--- src/rtl/fb_sched_pkg.sv ---
// rtl/fb_sched_pkg.sv - shared types and default sizes for the frameblock scheduler
// Contents:
//   buf_state_e        per-buffer lifecycle EMPTY -> RENDER -> FULL -> SHOW -> EMPTY
//   render_state_e     render job FSM states
//   NUM_BLOCKS_DEFAULT frameblocks per frame (320x240 / 1024 px)
//   ID_W_DEFAULT       block ID width
package fb_sched_pkg;

  localparam int NUM_BLOCKS_DEFAULT = 75;
  localparam int ID_W_DEFAULT       = 7;

  typedef enum logic [1:0] {
    EMPTY  = 2'd0,
    RENDER = 2'd1,
    FULL   = 2'd2,
    SHOW   = 2'd3
  } buf_state_e;

  typedef enum logic {
    IDLE = 1'b0,
    BUSY = 1'b1
  } render_state_e;

endpackage

--- src/rtl/fb_wrap_counter.sv ---
// rtl/fb_wrap_counter.sv - block ID counter wrapping at NUM_BLOCKS-1
// Ports:
//   clk    in   rising-edge clock
//   rst_n  in   asynchronous active-low reset, clears count to 0
//   inc    in   advance the count by one on this edge
//   count  out  current block ID, 0..NUM_BLOCKS-1
//   wrap   out  combinational; high when inc is applied to the last ID
module fb_wrap_counter
  import fb_sched_pkg::*;
#(
  parameter int NUM_BLOCKS = NUM_BLOCKS_DEFAULT,
  parameter int ID_W       = ID_W_DEFAULT
) (
  input  logic            clk,
  input  logic            rst_n,
  input  logic            inc,
  output logic [ID_W-1:0] count,
  output logic            wrap
);

  localparam logic [ID_W-1:0] LAST_ID = ID_W'(NUM_BLOCKS - 1);

  assign wrap = inc && (count == LAST_ID);

  always_ff @(posedge clk or negedge rst_n) begin
    if (!rst_n) begin
      count <= '0;
    end else if (inc) begin
      count <= wrap ? '0 : count + 1'b1;
    end
  end

endmodule

--- src/rtl/frameblock_scheduler.sv ---
// rtl/frameblock_scheduler.sv - ping-pong render/display sequencing of frameblocks
// Ports:
//   clk              in   rising-edge clock
//   rst              in   asynchronous active-low reset
//   enable           in   permits issuing new render jobs
//   render_start     out  one-cycle pulse starting a render job
//   render_id        out  block being rendered, held until render_done
//   render_buf       out  target buffer of the current render job
//   render_done      in   one-cycle pulse, current render job complete
//   frameblock_id    out  block held in the display buffer
//   frameblock_ready out  display buffer holds a complete block
//   frameblock_next  in   one-cycle pulse, displayed block consumed
//   disp_buf         out  buffer selected for display reads
//   frame_done       out  one-cycle pulse after releasing the last block of a frame
module frameblock_scheduler
  import fb_sched_pkg::*;
#(
  parameter int NUM_BLOCKS = NUM_BLOCKS_DEFAULT,
  parameter int ID_W       = ID_W_DEFAULT
) (
  input  logic            clk,
  input  logic            rst,
  input  logic            enable,
  output logic            render_start,
  output logic [ID_W-1:0] render_id,
  output logic            render_buf,
  input  logic            render_done,
  output logic [ID_W-1:0] frameblock_id,
  output logic            frameblock_ready,
  input  logic            frameblock_next,
  output logic            disp_buf,
  output logic            frame_done
);

  render_state_e rstate, rstate_nxt;
  buf_state_e    buf_st  [2];
  buf_state_e    buf_nxt [2];
  logic          wr_sel, wr_sel_nxt;
  logic          rd_sel, rd_sel_nxt;
  logic          start_nxt;
  logic          ready_nxt;
  logic          render_inc;
  logic          disp_inc;
  logic          disp_wrap;
  logic          render_wrap_unused;

  // Render side and display side only ever touch different buffers in the
  // same cycle: the render target is RENDER while the display side only acts
  // on a FULL or SHOW buffer, so both updates can be merged without priority.
  always_comb begin
    rstate_nxt = rstate;
    buf_nxt[0] = buf_st[0];
    buf_nxt[1] = buf_st[1];
    wr_sel_nxt = wr_sel;
    rd_sel_nxt = rd_sel;
    start_nxt  = 1'b0;
    render_inc = 1'b0;
    disp_inc   = 1'b0;

    case (rstate)
      IDLE: begin
        if (enable && (buf_st[wr_sel] == EMPTY)) begin
          rstate_nxt      = BUSY;
          start_nxt       = 1'b1;
          buf_nxt[wr_sel] = RENDER;
        end
      end
      BUSY: begin
        if (render_done) begin
          rstate_nxt      = IDLE;
          buf_nxt[wr_sel] = FULL;
          wr_sel_nxt      = ~wr_sel;
          render_inc      = 1'b1;
        end
      end
      default: rstate_nxt = IDLE;
    endcase

    if (buf_st[rd_sel] == FULL) begin
      buf_nxt[rd_sel] = SHOW;
    end else if (frameblock_next && frameblock_ready) begin
      buf_nxt[rd_sel] = EMPTY;
      rd_sel_nxt      = ~rd_sel;
      disp_inc        = 1'b1;
    end

    // Registered view of the display buffer state after this edge.
    ready_nxt = (buf_nxt[rd_sel_nxt] == SHOW);
  end

  always_ff @(posedge clk or negedge rst) begin
    if (!rst) begin
      rstate           <= IDLE;
      buf_st[0]        <= EMPTY;
      buf_st[1]        <= EMPTY;
      wr_sel           <= 1'b0;
      rd_sel           <= 1'b0;
      render_start     <= 1'b0;
      render_buf       <= 1'b0;
      frameblock_ready <= 1'b0;
      frame_done       <= 1'b0;
    end else begin
      rstate           <= rstate_nxt;
      buf_st[0]        <= buf_nxt[0];
      buf_st[1]        <= buf_nxt[1];
      wr_sel           <= wr_sel_nxt;
      rd_sel           <= rd_sel_nxt;
      render_start     <= start_nxt;
      if (start_nxt) begin
        render_buf <= wr_sel;
      end
      frameblock_ready <= ready_nxt;
      frame_done       <= disp_wrap;
    end
  end

  assign disp_buf = rd_sel;

  fb_wrap_counter #(
    .NUM_BLOCKS (NUM_BLOCKS),
    .ID_W       (ID_W)
  ) u_render_cnt (
    .clk   (clk),
    .rst_n (rst),
    .inc   (render_inc),
    .count (render_id),
    .wrap  (render_wrap_unused)
  );

  fb_wrap_counter #(
    .NUM_BLOCKS (NUM_BLOCKS),
    .ID_W       (ID_W)
  ) u_disp_cnt (
    .clk   (clk),
    .rst_n (rst),
    .inc   (disp_inc),
    .count (frameblock_id),
    .wrap  (disp_wrap)
  );

endmodule

--- config.mk ---
export PLATFORM = sky130hd
export DESIGN_NAME = frameblock_scheduler
export DESIGN_NICKNAME = d
export VERILOG_FILES = /design/src/rtl/fb_sched_pkg.sv /design/src/rtl/fb_wrap_counter.sv /design/src/rtl/frameblock_scheduler.sv
export SDC_FILE = /design/constraint.sdc
export NUM_CORES = 1
export LEC_CHECK = 0
export ABC_AREA = 1
export BUFFER_PORTS_ARGS = -buffer_cell sky130_fd_sc_hd__buf_2
export CAP_MARGIN = 20
export CORE_ASPECT_RATIO = 0.8
export CORE_MARGIN = 1
export CORE_UTILIZATION = 45
export CTS_BUF_LIST = sky130_fd_sc_hd__clkbuf_8
export DETAILED_ROUTE_END_ITERATION = 6
export GPL_ROUTABILITY_DRIVEN = 0
export PLACE_DENSITY = 0.75
export RECOVER_POWER = 100
export SLEW_MARGIN = 0
export SYNTH_ARGS = -nofsm -noshare
export SYNTH_HDL_FRONTEND = slang
export SYNTH_SLANG_ARGS = --single-unit
export TNS_END_PERCENT = 30
--- constraint.sdc ---
create_clock -name clk -period 1.5 [get_ports clk]
set_input_delay 0.15 -clock clk [delete_from_list [all_inputs] [get_ports clk]]
set_output_delay 0.15 -clock clk [all_outputs]
set_load 0.02 [all_outputs]
==> results.cfg <==
[detailed_routing]
drtIter0Drc = 41
vias_per_cell = 4.71
ant_nets = 0
drc = 0
wl_per_cell_um = 10.2
wl_mm = 2.46
via_count = 1139
firstDrtPassIters = 4

[global_routing]
grt_use_total_pct = 17.1
gr-usage-met2_pct = 27.9
grt_pass1_wl_mm = 4.32
grt_start_max_net_pins = 26
grt_pass1_vias = 1023
grt_use_met1_pct = 22.5
grt_busiest_layer = met2
use_met3_pct = 4.61
grt_overflow_total = 0
antenna_found_initial = 0

[run]
maxCapViolCount = 0

[hold_path]
hp-class = in2reg
min_path_cells = 2
min_to = rstate$_DFF_PN0_
hold_start = render_done

[outcome]
outcome = finished clean

[clock_tree]
cts.sinks = 25
cts_resized = 0
root_buffer = clkbuf_8
clkLatencyLatePin_ps = 270
cts_buffer_depth = 2
cts_tree = done
cts-hold-fix-buffers = 1
cts_buffers = 3
cts_max_level = 1
cts_setup_buffers = 0
clkTransAtPathRegs_ps = 90

[setup_path]
cp_max_fo = 6
max_stage_delay_ps = 440
rr_worst_depth = 7
critPathKind = reg2reg
slowest_stage = dfrtp_1
crit_path_start_kind = flip-flop
crit_path_frequent_cell = nand2_1
rr_endpoint = u_disp_cnt.count[1]$_DFFE_PN0P_
crit_arrival_ps = 1470
critPathBufInv = 2
path_cells = inv_1 > ha_1 > nand3_1 > nand2_1 > nand2_1 > o21ai_0 > inv_2
r2r-start = u_disp_cnt.count[0]$_DFFE_PN0P_
critical_path.top_delay_family = flip-flops
rrSetupSlack_ps = 190
cp.required_ps = 1660
cp-end-kind = flip-flop

[synth]
yosysWarnings = 0
synth-seq-cells = 25
ys_types = 25
synth_area_per_cell_um2 = 7.93
syn_inst = 177
synth_area_um2 = 1400
yosysSeqAreaShare_pct = 44.6
syn_nets = 186

[die]
start_util_pct = 49.3
core-area_um2 = 2850
ios = 24
num_rows = 17
die_area_um2 = 3350
die_y_um = 52.0
die_width_um = 64.4

[timing]
fmax_ghz = 0.766
finalSetupViolCount = 0
slew_violations = 0
relSlewSlack_pct = 60.8
max_slew.worst_pin.slew_ps = 588
period_share_pct = 87.0
skew_ps = 1.75
fin_crit_ps = 1310
hold_viol = 0
fin_setup_tns_ps = 0
rsz0062_at_grt = false

[finish]
antenna_cells = 0
drive_gt1_share_pct = 8.82
fin_cells = 242
nNetsFinal = 214
nFillCells = 300
area_growth_pct = 10.1

[power]
p_per_area_nw_per_um2 = 1990
p_leak_nw = 0.850
ir_drop_v = 0.00111

[place]
port_buffers = 23
dp_cells = 237
dp.final_hpwl_mm = 1.93
-- flip-flops by register name, summed over array words and instances, names as in the netlist --
register            count
disp_buf                1
render_buf              1
rstate                  1
frameblock_ready        1
u_disp_cnt.count        7
buf_st                  4
render_start            1
u_render_cnt.count      7
frame_done              1
wr_sel                  1
-- per-layer routing --
layer / part of all wire [%] / vias up
li1: - / 610
met1: 54 / 512
met2: 43 / 15
met3: 3.2 / 2
met4: 0.65 / 0
met5: 0 / -
-- cell families (layout without fill, tap and decap cells) --
kind of cell    after synthesis  in the layout  share of synthesized area (%)
simple gates                 91             91                           30.7
xor+xnor                      4              4                           2.50
flops                        25             25                           44.6
compound gates               16             16                           7.66
fa+ha+maj                     4              4                           3.57
buf+inv                      37             64                           11.1
-- report_power, final --
part | switching [mW] | internal (mW)
registers | 0.304 | 0.951
clock network | 0.209 | 0.188
logic | 0.963 | 0.454
total | 1.48 | 1.59
-- layout by cell type (no fill, tap or decap), drive strengths merged --
cell type / count
o211a: 1
nand4: 6
inv: 36
nor2: 9
dlygate4sd3: 1
clkinvlp: 1
and2: 1
xnor2: 1
a21oi: 2
nand2: 54
nor3: 4
nand3: 16
dfrtp: 25
xor2: 3
clkbuf: 23
ha: 4
and3: 1
o21ai: 13
buf: 3
-- cell type report --
type / count / area [um2] / share of cell area (%)
Multi-Input combinational cell: 115 / 587 / 38.0
Sequential cell: 25 / 626 / 40.5
Tap cell: 38 / 47.5 / 3.08
Timing Repair Buffer: 24 / 101 / 6.56
Inverter: 36 / 135 / 8.74
Clock inverter: 1 / 7.51 / 0.486
Clock buffer: 3 / 41.3 / 2.67
-- stage by stage --
step	hold WS (ps)	worst slack (ps)	total power, mW	cell area, um2	util (%)
global placement	166	253	2.79	1550	54.3
detailed placement	166	244	2.83	1550	54.3
floorplan	-146	196	2.42	1400	-
global route	142	87.9	3.37	1550	54.2
finish	133	195	3.07	1550	54.2
CTS	125	229	3.24	1610	56.3
-- Yosys cell counts (all sizes together) --
cell type | number | area [um2]
xnor2 | 1 | 8.76
o211a | 1 | 10.0
and2 | 1 | 6.26
nand3 | 16 | 95.1
nor2 | 9 | 36.3
o21ai | 13 | 87.6
a21oi | 2 | 10.0
nor3 | 4 | 36.3
dfrtp | 25 | 626
and3 | 1 | 6.26
inv | 36 | 135
xor2 | 3 | 26.3
buf | 1 | 20.0
ha | 4 | 50.1
nand2 | 54 | 213
nand4 | 6 | 37.5
-- how the worst max path moves through the flow --
stage | startpoint | to | slack (ps) | cells past startpoint
6_report | u_disp_cnt.count[0]$_DFFE_PN0P_ | u_disp_cnt.count[1]$_DFFE_PN0P_ | 190 | 7
5_1_grt | u_disp_cnt.count[0]$_DFFE_PN0P_ | u_disp_cnt.count[1]$_DFFE_PN0P_ | 90 | 7
4_1_cts | u_render_cnt.count[1]$_DFFE_PN0P_ | u_render_cnt.count[4]$_DFFE_PN0P_ | 230 | 5
3_5_place_dp | u_render_cnt.count[1]$_DFFE_PN0P_ | u_render_cnt.count[4]$_DFFE_PN0P_ | 240 | 5
3_3_place_gp | u_render_cnt.count[0]$_DFFE_PN0P_ | u_render_cnt.count[3]$_DFFE_PN0P_ | 250 | 6
2_1_floorplan | u_render_cnt.count[0]$_DFFE_PN0P_ | u_render_cnt.count[3]$_DFFE_PN0P_ | 200 | 6
Note: power is estimated with default switching activity, not from simulation.
